--- config.mk ---
export PLATFORM = sky130hd
export DESIGN_NAME = cci_mpf_csr_mmio_ctrl
export DESIGN_NICKNAME = d
export VERILOG_FILES = /design/src/rtl/cci_mpf_csr_mmio_ctrl.sv
export SDC_FILE = /design/constraint.sdc
export NUM_CORES = 1
export LEC_CHECK = 0
export CAP_MARGIN = 20
export CORE_AREA = 2 2 218 220
export CTS_CLUSTER_SIZE = 8
export DETAILED_ROUTE_END_ITERATION = 10
export DIE_AREA = 0 0 220 222
export HOLD_SLACK_MARGIN = 0.03
export PLACE_DENSITY = 0.77
export SYNTH_ARGS = -nofsm -noshare
export SYNTH_HDL_FRONTEND = slang
export SYNTH_SLANG_ARGS = --single-unit
--- constraint.sdc ---
create_clock -name clk -period 7.91 [get_ports clk]
set_clock_uncertainty 0.2 [all_clocks]
set_input_delay 0.791 -clock clk [delete_from_list [all_inputs] [get_ports clk]]
set_output_delay 0.791 -clock clk [all_outputs]
set_load 0.01 [all_outputs]
--- src/rtl/cci_mpf_csr_mmio_ctrl.sv ---
`default_nettype none
// ============================================================================
// Module  : cci_mpf_csr_mmio_ctrl
// Purpose : MMIO-side CSR manager for MPF shims. Decodes host MMIO writes into
//           the VC map, latency QoS and WRO control registers (each with a
//           one-cycle valid strobe), counts shim events, and answers MMIO reads
//           in request order through a read-request FIFO (MMIO has no flow
//           control, so requests are queued until a response slot is free).
// Ports   : clk, reset_n (async, active low)
//           i_mmio_wr_*  : MMIO write request (DW address, 64-bit data)
//           i_mmio_rd_*  : MMIO read request (DW address, 9-bit tid)
//           i_rsp_ready  : response slot available; o_rsp_* : read response
//           o_*_ctrl / o_*_ctrl_valid : shim configuration + update strobe
//           i_vc_map_history : read-only history readback
//           i_ev_*       : event pulses feeding saturating counters
// Revision: 1.0 - initial release
// ============================================================================
module cci_mpf_csr_mmio_ctrl #(
  parameter logic [15:0] BASE_ADDR     = 16'h0000,
  parameter int          RD_FIFO_DEPTH = 4,
  parameter int          CNT_WIDTH     = 48,
  parameter logic [63:0] VC_MAP_RST    = 64'h0,
  parameter logic [63:0] LAT_QOS_RST   = 64'h0,
  parameter logic [63:0] WRO_RST       = 64'h0
) (
  input  logic        clk,
  input  logic        reset_n,
  input  logic        i_mmio_wr_valid,
  input  logic [15:0] i_mmio_wr_addr,
  input  logic [63:0] i_mmio_wr_data,
  input  logic        i_mmio_rd_valid,
  input  logic [15:0] i_mmio_rd_addr,
  input  logic [8:0]  i_mmio_rd_tid,
  input  logic        i_rsp_ready,
  output logic        o_rsp_valid,
  output logic [63:0] o_rsp_data,
  output logic [8:0]  o_rsp_tid,
  output logic [63:0] o_vc_map_ctrl,
  output logic        o_vc_map_ctrl_valid,
  input  logic [63:0] i_vc_map_history,
  output logic [63:0] o_latency_qos_ctrl,
  output logic        o_latency_qos_ctrl_valid,
  output logic [63:0] o_wro_ctrl,
  output logic        o_wro_ctrl_valid,
  input  logic        i_ev_vc_map_changed,
  input  logic        i_ev_wro_conflict,
  input  logic        i_ev_pwrite
);

  localparam int c_PTR_W = $clog2(RD_FIFO_DEPTH);
  localparam int c_ENT_W = 13;  // {idx[2:0], odd, tid[8:0]}
  localparam logic [CNT_WIDTH-1:0] c_CNT_MAX = {CNT_WIDTH{1'b1}};

  // ---------------------------------------------------------------- decode
  logic       w_wr_hit, w_rd_hit;
  logic [2:0] w_wr_idx, w_rd_idx;
  logic       w_rd_odd;
  logic       w_wr_vc, w_wr_lat, w_wr_wro, w_clr_cnt, w_clr_ovf;

  // Odd DW writes are dropped here; odd reads still queue and return zero.
  assign w_wr_hit  = i_mmio_wr_valid && (i_mmio_wr_addr[15:4] == BASE_ADDR[15:4])
                     && !i_mmio_wr_addr[0];
  assign w_wr_idx  = i_mmio_wr_addr[3:1];
  assign w_rd_hit  = i_mmio_rd_valid && (i_mmio_rd_addr[15:4] == BASE_ADDR[15:4]);
  assign w_rd_idx  = i_mmio_rd_addr[3:1];
  assign w_rd_odd  = i_mmio_rd_addr[0];

  assign w_wr_vc   = w_wr_hit && (w_wr_idx == 3'd0);
  assign w_wr_lat  = w_wr_hit && (w_wr_idx == 3'd2);
  assign w_wr_wro  = w_wr_hit && (w_wr_idx == 3'd3);
  assign w_clr_cnt = w_wr_hit && (w_wr_idx == 3'd7) && i_mmio_wr_data[0];
  assign w_clr_ovf = w_wr_hit && (w_wr_idx == 3'd7) && i_mmio_wr_data[1];

  // ------------------------------------------------------ control registers
  always_ff @(posedge clk or negedge reset_n) begin
    if (!reset_n) begin
      o_vc_map_ctrl            <= VC_MAP_RST;
      o_latency_qos_ctrl       <= LAT_QOS_RST;
      o_wro_ctrl               <= WRO_RST;
      o_vc_map_ctrl_valid      <= 1'b0;
      o_latency_qos_ctrl_valid <= 1'b0;
      o_wro_ctrl_valid         <= 1'b0;
    end else begin
      o_vc_map_ctrl_valid      <= w_wr_vc;
      o_latency_qos_ctrl_valid <= w_wr_lat;
      o_wro_ctrl_valid         <= w_wr_wro;
      if (w_wr_vc)  o_vc_map_ctrl      <= i_mmio_wr_data;
      if (w_wr_lat) o_latency_qos_ctrl <= i_mmio_wr_data;
      if (w_wr_wro) o_wro_ctrl         <= i_mmio_wr_data;
    end
  end

  // ------------------------------------------------------- event counters
  // [0] vc_map_changed, [1] wro_conflict, [2] pwrite
  logic [2:0][CNT_WIDTH-1:0] r_cnt;
  logic [2:0]                w_ev;
  assign w_ev = {i_ev_pwrite, i_ev_wro_conflict, i_ev_vc_map_changed};

  always_ff @(posedge clk or negedge reset_n) begin
    if (!reset_n) begin
      r_cnt <= '0;
    end else begin
      for (int k = 0; k < 3; k++) begin
        if (w_clr_cnt)                          r_cnt[k] <= '0;  // clear beats event
        else if (w_ev[k] && r_cnt[k] != c_CNT_MAX) r_cnt[k] <= r_cnt[k] + 1'b1;
      end
    end
  end

  // ------------------------------------------------------ read-request FIFO
  logic [c_ENT_W-1:0] r_fifo [RD_FIFO_DEPTH];
  logic [c_PTR_W:0]   r_wr_ptr, r_rd_ptr;
  logic               w_empty, w_full, w_pop, w_push;
  logic               r_ovf;

  assign w_empty = (r_wr_ptr == r_rd_ptr);
  assign w_full  = (r_wr_ptr[c_PTR_W] != r_rd_ptr[c_PTR_W]) &&
                   (r_wr_ptr[c_PTR_W-1:0] == r_rd_ptr[c_PTR_W-1:0]);
  assign w_pop   = !w_empty && i_rsp_ready;
  // A pop in the same cycle frees the slot, so a full FIFO can still accept.
  assign w_push  = w_rd_hit && (!w_full || w_pop);

  always_ff @(posedge clk) begin
    if (w_push) r_fifo[r_wr_ptr[c_PTR_W-1:0]] <= {w_rd_idx, w_rd_odd, i_mmio_rd_tid};
  end

  always_ff @(posedge clk or negedge reset_n) begin
    if (!reset_n) begin
      r_wr_ptr <= '0;
      r_rd_ptr <= '0;
      r_ovf    <= 1'b0;
    end else begin
      if (w_push) r_wr_ptr <= r_wr_ptr + 1'b1;
      if (w_pop)  r_rd_ptr <= r_rd_ptr + 1'b1;
      if (w_rd_hit && !w_push) r_ovf <= 1'b1;  // dropped request is never lost silently
      else if (w_clr_ovf)      r_ovf <= 1'b0;
    end
  end

  // ------------------------------------------------- response data select
  logic [c_ENT_W-1:0] w_head;
  logic [63:0]        w_rd_data;
  assign w_head = r_fifo[r_rd_ptr[c_PTR_W-1:0]];

  // Registers are sampled at pop time, so writes that land while the read
  // is queued are visible to it.
  always_comb begin
    w_rd_data = 64'h0;
    if (!w_head[9]) begin
      case (w_head[12:10])
        3'd0:    w_rd_data = o_vc_map_ctrl;
        3'd1:    w_rd_data = i_vc_map_history;
        3'd2:    w_rd_data = o_latency_qos_ctrl;
        3'd3:    w_rd_data = o_wro_ctrl;
        3'd4:    w_rd_data = 64'(r_cnt[0]);
        3'd5:    w_rd_data = 64'(r_cnt[1]);
        3'd6:    w_rd_data = 64'(r_cnt[2]);
        default: w_rd_data = {63'h0, r_ovf};
      endcase
    end
  end

  always_ff @(posedge clk or negedge reset_n) begin
    if (!reset_n) begin
      o_rsp_valid <= 1'b0;
      o_rsp_data  <= 64'h0;
      o_rsp_tid   <= 9'h0;
    end else begin
      o_rsp_valid <= w_pop;
      if (w_pop) begin
        o_rsp_data <= w_rd_data;
        o_rsp_tid  <= w_head[8:0];
      end
    end
  end

endmodule
`default_nettype wire

After elaboration in Yosys (flattened, before gate mapping)
Memories as Yosys holds them, arrays and structs flattened. Cells that the tools add are included.

Bits in writable memories: 52. Flip-flop bits (word level): 420. Memories: 1. Bits of input ports: 177.

Eq/ne operators: 15. Reduce and logical (&&, ||, !) cells: 29. Add/subtract/negate cells: 5. Multiplexer cells: 12.

Memories: r_fifo (depth 4, width 13, rd ports 1, clocked after Yosys merged registers in 0, write ports 1, line 111) `logic [c_ENT_W-1:0] r_fifo [RD_FIFO_DEPTH];`.

Operator list (count): $pmux W64 S7 (1); $mux W48 (6); $add A48 B1 Y48 const B (3); $ne A48 B48 Y1 const B (3); $mux W64 (1); $logic_not A12 Y1 (2); $logic_and A1 B1 Y1 (16); $eq A3 B2 Y1 const B (4); $eq A3 B3 Y1 const B (4); $reduce_bool A2 Y1 (4); $add A3 B1 Y3 const B (2); $logic_not A3 Y1 (2); $logic_not A1 Y1 (4); $mux W1 (4); $eq A3 B1 Y1 const B (1); $eq A3 B3 Y1 (1); $eq A2 B2 Y1 (1); $logic_or A1 B1 Y1 (1); $ne A1 B1 Y1 (1).

Depth between registers and ports, before layout
Gate-level depths: netlist of run 1.

Word-level depth: 8. Gate-level depth with buffers: 10.

Worst setup path after synthesis of run 1
OpenSTA, ideal clock, no wires.

Path kind: input to register. Start: input i_mmio_wr_addr[12]. End: register o_wro_ctrl[10]. Required time: 7.585 ns. Data arrival time: 2.803 ns. Slack: 4.782 ns. Stages on the path: 5. Cells stage by stage: nor4b_1 -> nand4_1 -> nor3_1 -> clkbuf_1 -> mux2_2.

Cells in the longest elaborated chain, start to end: 4.

RTL lines: start: declaration (line 29) `input logic [15:0] i_mmio_wr_addr,`; $logic_not A12 Y1 (line 61) `assign w_wr_hit = i_mmio_wr_valid && (i_mmio_wr_addr[15:4] == BASE_ADDR[15:4])`; $logic_and A1 B1 Y1 (line 61); $logic_and A1 B1 Y1 (line 62) `&& !i_mmio_wr_addr[0];`; $logic_and A1 B1 Y1 (line 70) `assign w_wr_wro = w_wr_hit && (w_wr_idx == 3'd3);`; end signal: assignment (line 89) `if (w_wr_wro) o_wro_ctrl <= i_mmio_wr_data;`; end: declaration (line 43) `output logic [63:0] o_wro_ctrl,`.

Every way passes these cells. A chain may end at the register's enable or synchronous reset.

Final worst setup path of run 1
Start: register r_rd_ptr[1]. End: register o_rsp_data[36].

Cells in the longest elaborated chain, start to end: 4. Elaborated cells between the ends (all ways): 13. Classes of those cells: 7 x eq/ne; 2 x mux; 3 x reduce/logical; 1 x memory.

RTL lines: start: declaration (line 112) `logic [c_PTR_W:0] r_wr_ptr, r_rd_ptr;`; start signal: assignment (line 134) `if (w_pop) r_rd_ptr <= r_rd_ptr + 1'b1;`; $mem_v2 Z4 W13; $eq A3 B3 Y1, or another cell as far along (line 150) `case (w_head[12:10])`; $pmux W64 S7 (line 150); $mux W64 (line 149) `if (!w_head[9]) begin`; end signal: assignment (line 171) `o_rsp_data <= w_rd_data;`; end: declaration (line 36) `output logic [63:0] o_rsp_data,`.

Several ways; a longest one is shown, not always the timed one.

==> results.toml, run 1 <==
[setup_path]
crit_slowest_cell = "dfrtp_1"
crit_path_cell_trace = "mux4_4, buf_4, or2_2, nor2_2, o2bb2ai_1, a22oi_1, o21ai_0"
crit_buf_inv = 1
cp.arrival_ps = 4850
path_class = "reg -> reg"
crit_family = "simple AND/OR/NAND/NOR gates"
cp_slowest_stage_delay_ps = 1000
cp.required_ps = 8200
endpoint_kind = "register"
rrSetupSlack_ps = 3340
cp_max_fo = 52
cp-start-kind = "register"

[synth]
synth_edf_count = 52
synth_ff_type = "dfrtp_1"
synth_largest_area_cell = "dfrtp_1"
ys_warn_count = 0
synth_cells = 2066
syn-num-nets = 2251
synth_area_per_cell_um2 = 11.1
synth_seq_cells = 472
syn-cell-area_um2 = 23000
ys_seq_area_share_pct = 52.5
synth.area.top_cells = "dfrtp_1 (46%), mux2_2 (10%), edfxtp_1 (6.8%)"
async_flop_share_pct = 89.0
yosysTopAreaCellShare_pct = 45.7
synth_common_cells = "dfrtp_1 (420), mux2_2 (211), nand2_1 (209), nor2_1 (147)"
synth_cell_types = 65
synth.most_common_cell = "dfrtp_1"

[sta]
fin_hold_ws_ps = 39.2
fmax_mhz = 219
fin_crit_ps = 4570
setup_violations = 0
maxSlewViolCount = 0
fin_crit_sh_pct = 57.7
hold_viol = 0
slew_headroom_pct = 18.6
worst_pin_slew_ps = 1220
rsz0062_at_grt = "false"
totalNegativeSetupSlack_ps = 0

[final_layout]
finalNetCount = 2680
design_area_um2 = 30000
area_delta_synth_final_pct = 30.5
drive_above_1_share_pct = 14.7

[clock_network]
cts_tree = "done"
cts_hold_buf = 0
cts_root_buf = "clkbuf_16"
cts_buffers = 69
clk_pin_slew_ps = 50
cts.path.max_buffers = 3
clk_latency_ps = 600
cts_max_level = 3
clock_sinks = 472
cts.repair.resized = 0
cts_setup_buffers = 0

[pwr]
power_density_nw_per_um2 = 245
leakage_nw = 12.6
peakVddDrop_mv = 0.232
p_switching_mw = 2.39
internal_power_mw = 4.96
finalPower_mw = 7.35
seqPwrFrac_pct = 38.3
p_comb_share_pct = 24.8
clockPowerShare_pct = 36.9
switching_share_pct = 32.6

[global_routing]
track_usage_pct = 34.3
grt_antenna_before_repair = 5
grt_start_max_net_pins = 120
grt_pass1_vias = 20000
grt_pass1_wl_mm = 126
grt-ovfl-total = 0

[route]
drcViolationCount = 0
vias_per_cell = 6.37
dr_total_vias = 19900
wl_per_cell_um = 26.9
dr.pass1.iters = 6
postRouteAntennaNets = 0
dr.first_iter.drc_count = 1831
wl_mm = 84.0

[place]
dp_hpwl_mm = 59.8
portBuffers = 445
placed_area_um2 = 28100
gp_congestion = 0.953

[hold_path]
hold_class = "in -> async"

[run_status]
status = "finished, final reports clean"

[die]
rows = 79
core_area_um2 = 46300
die_x_um = 220
die-area_um2 = 48800
die_h_um = 222
num_io_pins = 446
start_util_pct = 49.7

[job]
max-cap-violations = 0
## per-stage QoR
stage / cells / util [%] / setup slack [ps]
floorplan: 2066 / - / 4780
detailed placement: 3028 / 60.6 / 3420
finish: 3124 / 64.9 / 3340
CTS: 3118 / 64.8 / 3350
global route: 3122 / 64.9 / 3200
global placement: 3027 / 60.6 / 3530
## cell families (layout without fill, tap and decap cells)
family | Yosys count | count (layout) | synth area share [%]
muxes | 299 | 299 | 15.2
buffers and inverters | 142 | 590 | 2.42
and+or+nand+nor | 685 | 685 | 14.7
AOI/OAI and AO/OA | 345 | 345 | 10.3
xor gates and xnor gates | 115 | 115 | 4.38
adders and majority gates | 8 | 8 | 0.435
other | 0 | 3 | 0
DFF | 472 | 472 | 52.5
## metal layers
| layer | wire [um] | global-route usage, % | part of all wire (%) | vias up |
|---|---|---|---|---|
| li1 | - | - | - | 8480 |
| met1 | 31400 | 44.0 | 37 | 10100 |
| met2 | 40600 | 55.6 | 48 | 1140 |
| met3 | 8310 | 8.07 | 9.9 | 206 |
| met4 | 3600 | 14.4 | 4.3 | 2 |
| met5 | 13 | 0 | 0.015 | - |
## registers in the layout, indices dropped and copies added (netlist names), 9 cells and up
signal,cells
o_vc_map_ctrl,64
r_cnt,144
o_rsp_tid,9
r_fifo,52
o_rsp_data,64
o_wro_ctrl,64
o_latency_qos_ctrl,64
## worst paths after layout
kind / start / end / depth (start not counted)
max: r_rd_ptr[1]$_DFFE_PN0P_ / o_rsp_data[36]$_DFFE_PN0P_ / 7
min: reset_n / r_cnt[13]$_DFFE_PN0P_ / 1
max reg2reg: r_rd_ptr[1]$_DFFE_PN0P_ / o_rsp_data[36]$_DFFE_PN0P_ / 7
min reg2reg: o_rsp_data[14]$_DFFE_PN0P_ / o_rsp_data[14]$_DFFE_PN0P_ / 2
max in group asynchronous: reset_n / o_wro_ctrl[55]$_DFFE_PN0P_ / 2
min in group clk: o_rsp_data[14]$_DFFE_PN0P_ / o_rsp_data[14]$_DFFE_PN0P_ / 2
## worst reg2reg max path, stage by stage, from the launching register on
cell	delay [ps]
dfrtp_1	1000
mux4_4	950
buf_4	470
or2_2	420
nor2_2	930
o2bb2ai_1	240
a22oi_1	120
o21ai_0	130
## cell type report
class / count / area (um^2)
Sequential cell: 472 / 12100
Clock buffer: 86 / 1870
Fill cell: 3498 / 16200
Tap cell: 607 / 759
Timing Repair Buffer: 478 / 4740
Multi-Input combinational cell: 1452 / 10400
Clock inverter: 4 / 53.8
Inverter: 22 / 82.6
Antenna cell: 3 / 7.51
## cells in the final DEF (no fill, tap or decap), drive strengths merged, types with 52 or more instances in the layout
master         netlist  layout
dfrtp              420     420
clkbuf              95      86
clkdlybuf4s50        0     444
xnor2               68      68
o21ai               95      95
mux2i               68      68
nand2              209     209
mux2               211     211
a22oi               55      55
edfxtp              52      52
nand4               61      61
nor2               151     151
nand3               80      80
## power by group through the flow
stage	sequential, mW	combinational (mW)	clock (mW)
global placement	2.83	1.73	0
CTS	2.81	1.79	2.73
detailed placement	2.84	1.78	0
global route	2.83	1.92	2.84
floorplan	2.81	0.962	0
finish	2.81	1.82	2.71
No activity file was read; power rests on OpenSTA's default activity.
==> run 2: changes to the inputs <==
Clock period 7.91 ns to 4.3 ns, I/O delays scaled along.
==> run 2 against run 1 <==
Combinational power up 88%; sequential share of layout area down 0.14 points; clock power up 80%; first-iteration DRC count up 5.5%; critical path depth unchanged; via count down 0.74%; sequential power up 83%; power up 83%; global-route usage up 0.52 points.
==> results.toml, run 2 (synthesized netlist as in run 1, its figures left out) <==
[final_layout]
final_cell_mix = "clkdlybuf4s50_1 (444), dfrtp_1 (420), mux2_2 (211)"
largest_reg_flops = 144
fin_util_pct = 65.1
fillers = 3557
finalNetCount = 2692
design_area_um2 = 30100
top_register = "r_cnt"
area_delta_synth_final_pct = 31.0
final_common_cell = "clkdlybuf4s50_1"
drive_above_1_share_pct = 15.0

[clock_network]
cts_tree = "done"
cts_buffers = 69
cts.repair.resized = 0
clock_sinks = 472
cts_root_buf = "clkbuf_16"
cts.path.max_buffers = 3
clk_latency_ps = 610
cts_max_level = 3
clk_pin_slew_ps = 50

[die]
num_io_pins = 446
die_x_um = 220
die-area_um2 = 48800
die_h_um = 222
rows = 79
start_util_pct = 49.7
core_area_um2 = 46300

[place]
dp_hpwl_mm = 60.2
placed_area_um2 = 28200
portBuffers = 445
preCtsSetupSlack_ps = 715
gp_congestion = 0.964

[route]
drcViolationCount = 0
dr.pass1.iters = 8
wl_mm = 84.4
wl_per_cell_um = 26.9
dr_total_vias = 19800
vias_per_cell = 6.30
dr.first_iter.drc_count = 1931
postRouteAntennaNets = 0

[setup_path]
rrSetupSlack_ps = 670
endpoint_kind = "register"
cp_max_fo = 55
reg2reg_depth = 7
cp.required_ps = 4590
cp-start-kind = "register"
cp.arrival_ps = 3920
path_class = "reg -> reg"

[sta]
rsz0062_at_grt = "false"
slew_headroom_pct = 38.6
fmax_mhz = 275
fin_crit_ps = 3630
setup_ws_ps = 667
setup_violations = 0
worst_pin_slew_ps = 913
maxSlewViolCount = 0
totalNegativeSetupSlack_ps = 0
fin_crit_sh_pct = 84.5
hold_viol = 0

[global_routing]
grt-ovfl-total = 0
grt_antenna_before_repair = 4
track_usage_pct = 34.8
grt_start_max_net_pins = 117
grt_pass1_wl_mm = 127
grt_pass1_vias = 20000

[pwr]
peakVddDrop_mv = 0.359
leakage_nw = 12.7
power_density_nw_per_um2 = 446

[job]
max-cap-violations = 0

[hold_path]
min_path_cells = 1
hold_class = "in -> reg"

[run_status]
status = "finished, final reports clean"
run 2: cell count changes in the layout (fill, tap and decap cells not counted), sizes merged:
cell	before	now
clkinv	4	3
buf	33	43
dlygate4sd3	0	1
clkbuf	86	82
inv	22	26
diode	3	4
run 2: worst max-delay path, cell delays in order, from the launching register on:
cell and delay [ps]:
dfrtp_1 420, mux4_4 420, buf_4 650, nand2b_1 490, nor2_2 650, buf_4 360, a221oi_1 140, o21ai_0 190
run 2: metrics by stage:
stage	hold slack [ps]	cells	total power, mW
5_1_grt	280	3133	13.9
2_1_floorplan	-65.6	2066	6.94
6_report	263	3135	13.4
3_5_place_dp	256	3040	8.55
4_1_cts	246	3129	13.4
3_3_place_gp	253	3040	8.47
run 2: power by group:
group | switching, mW | total (mW) | internal [mW]
combinational | 2.08 | 3.42 | 1.33
clock | 1.96 | 4.87 | 2.91
sequential | 0.340 | 5.15 | 4.81
total | 4.38 | 13.4 | 9.05
run 2: area by class of cell:
class | count | area, um^2 | share of cell area [%]
clock buffer | 81 | 1790 | 5.95
tap | 607 | 759 | 2.52
clock inverter | 7 | 61.3 | 0.204
inverter | 22 | 82.6 | 0.274
timing repair buffer | 490 | 4920 | 16.3
sequential | 472 | 12100 | 40.1
multi-input combinational | 1452 | 10400 | 34.6
antenna | 4 | 10.0 | 0.0332
run 2: final timing paths:
check / start / endpoint
max in group asynchronous: reset_n / o_latency_qos_ctrl[34]$_DFFE_PN0P_
worst max-delay path: r_rd_ptr[0]$_DFFE_PN0P_ / o_rsp_data[39]$_DFFE_PN0P_
worst min-delay path: i_mmio_rd_tid[4] / r_fifo[3][4]$_DFFE_PP_
min in group asynchronous: reset_n / r_cnt[111]$_DFFE_PN0P_
worst max register to register: r_rd_ptr[0]$_DFFE_PN0P_ / o_rsp_data[39]$_DFFE_PN0P_
worst min register to register: o_rsp_data[58]$_DFFE_PN0P_ / o_rsp_data[58]$_DFFE_PN0P_
run 2: repair_timing:
item	CTS	global route
hold buffers	1	0
endpoints found under the hold margin	103	0
setup buffers	0	0
run 2: metal layers:
metal | up-vias | GRT usage, % | share of wire [%]
met5 | - | 0 | 0.015
met4 | 2 | 13.7 | 3.8
met1 | 9953 | 45.1 | 38
li1 | 8494 | - | -
met3 | 204 | 9.66 | 10
met2 | 1102 | 55.3 | 48
==> run 3: changes to the inputs <==
Clock period 4.3 ns to 3.6 ns, I/O delays scaled along.
==> run 3 against run 2 <==
Flip-flop and latch count did not move; critical path type unchanged; largest cell class unchanged; register-to-register slack got worse by 270 ps; final cell count rose by 1.1%; global-route usage rose by 0.53 points; final area rose by 0.86%; wire length rose by 1.4%.
==> results.toml, run 3 (synthesized netlist as in run 1, its figures left out) <==
[setup_path]
cp_max_fo = 11
cp.required_ps = 3910
reg2reg_depth = 7
rrSetupSlack_ps = 390
timing.rr.start = "r_rd_ptr[0]$_DFFE_PN0P_"
cp-start-kind = "register"
rr_endpoint = "o_rsp_data[9]$_DFFE_PN0P_"
cp.arrival_ps = 3520
endpoint_kind = "register"
path_class = "reg -> reg"

[clock_network]
cts_max_level = 3
cts_root_buf = "clkbuf_16"
clk_pin_slew_ps = 50
cts.repair.resized = 0
clock_sinks = 472
cts_buffers = 69
cts.path.max_buffers = 3
cts_tree = "done"
clk_latency_ps = 610

[die]
die_x_um = 220
die_h_um = 222
num_io_pins = 446
rows = 79
die-area_um2 = 48800
start_util_pct = 49.7
core_area_um2 = 46300

[place]
placed_area_um2 = 28500
dpl.cell_count = 3073
portBuffers = 445
dp_hpwl_mm = 61.6
gp_congestion = 0.977

[pwr]
power_density_nw_per_um2 = 535
leakage_nw = 12.8
peakVddDrop_mv = 0.559

[route]
wl_mm = 85.6
drcViolationCount = 0
vias_per_cell = 6.37
dr.first_iter.drc_count = 2124
dr.pass1.iters = 7
postRouteAntennaNets = 0
dr_total_vias = 20200
wl_per_cell_um = 27.0

[sta]
maxSlewViolCount = 0
fin_crit_ps = 3210
totalNegativeSetupSlack_ps = 0
fin_hold_ws_ps = 202
fmax_mhz = 312
rsz0062_at_grt = "false"
worst_pin_slew_ps = 1190
fin_crit_sh_pct = 89.1
slew_headroom_pct = 20.6
setup_violations = 0
hold_viol = 0

[final_layout]
drive_above_1_share_pct = 16.1
fillers = 3500
multiInputGateArea_um2 = 10400
final_common_cell = "clkdlybuf4s50_1"
area_delta_synth_final_pct = 32.1
ff_latch_area_um2 = 12100
final_cell_mix = "clkdlybuf4s50_1 (444), dfrtp_1 (420), mux2_2 (211)"
top_register = "r_cnt"
design_area_um2 = 30400
finalNetCount = 2723
stdcell_count = 3168
largest_reg_flops = 144

[job]
max-cap-violations = 0

[global_routing]
grt_pass1_wl_mm = 129
grt-ovfl-total = 0
grt_pass1_vias = 20500
grt_start_max_net_pins = 117
track_usage_pct = 35.3
grt_antenna_before_repair = 6

[run_status]
status = "finished, final reports clean"

[hold_path]
hold_class = "in -> async"
## run 3: per-stage QoR
step | setup WS [ps] | util (%) | power (mW)
final | 394 | 65.7 | 16.2
after global routing | 297 | 65.7 | 16.8
after CTS | 470 | 65.7 | 16.2
after detailed placement | 479 | 61.6 | 10.3
after global placement | 589 | 61.6 | 10.2
after floorplan | 765 | - | 8.29
## run 3: final cells by class
cell class	instances	share of cell area (%)
clock inverter	8	0.358
sequential	472	39.7
clock buffer	84	5.87
inverter	22	0.272
multi-input combinational	1452	34.3
antenna	2	0.0165
tap	607	2.50
timing repair buffer	521	16.9
## run 3: worst max path at each step
stage / from / end / cells after the start
2_1_floorplan: r_rd_ptr[0]$_DFFE_PN0P_ / o_rsp_data[23]$_DFFE_PN0P_ / 8
3_3_place_gp: i_ev_pwrite / r_cnt[137]$_DFFE_PN0P_ / 8
3_5_place_dp: r_rd_ptr[0]$_DFFE_PN0P_ / o_rsp_data[6]$_DFFE_PN0P_ / 7
4_1_cts: r_rd_ptr[0]$_DFFE_PN0P_ / o_rsp_data[7]$_DFFE_PN0P_ / 7
5_1_grt: r_rd_ptr[0]$_DFFE_PN0P_ / o_rsp_data[9]$_DFFE_PN0P_ / 7
6_report: r_rd_ptr[0]$_DFFE_PN0P_ / o_rsp_data[9]$_DFFE_PN0P_ / 7
## run 3: metal layers
layer	wire [um]	share of wire [%]	vias up	track usage, %
li1	-	-	8578	-
met1	33200	39	10200	46.8
met2	40100	47	1176	55.0
met3	8460	9.9	235	8.90
met4	3770	4.4	6	15.3
met5	47	0.055	-	0
## run 3: worst max-delay path, stage by stage, from the launching register on
cell and delay, ps:
dfrtp_1 530, mux4_2 560, nand2b_1 180, nor2_1 890, buf_4 360, a22o_1 160
a221oi_1 40, o21ai_0 190
## run 3: timing repair
action	4_1_cts	5_1_grt
endpoints found under the setup margin	0	0
hold buffers	1	0
buffers inserted	0	0
hold endpoints to repair	81	0
## run 3: where the power goes
part | leakage (nW) | switching (mW) | internal (mW)
combinational | 5.67 | 2.54 | 1.66
clock | 0.919 | 2.39 | 3.47
sequential | 6.23 | 0.441 | 5.74
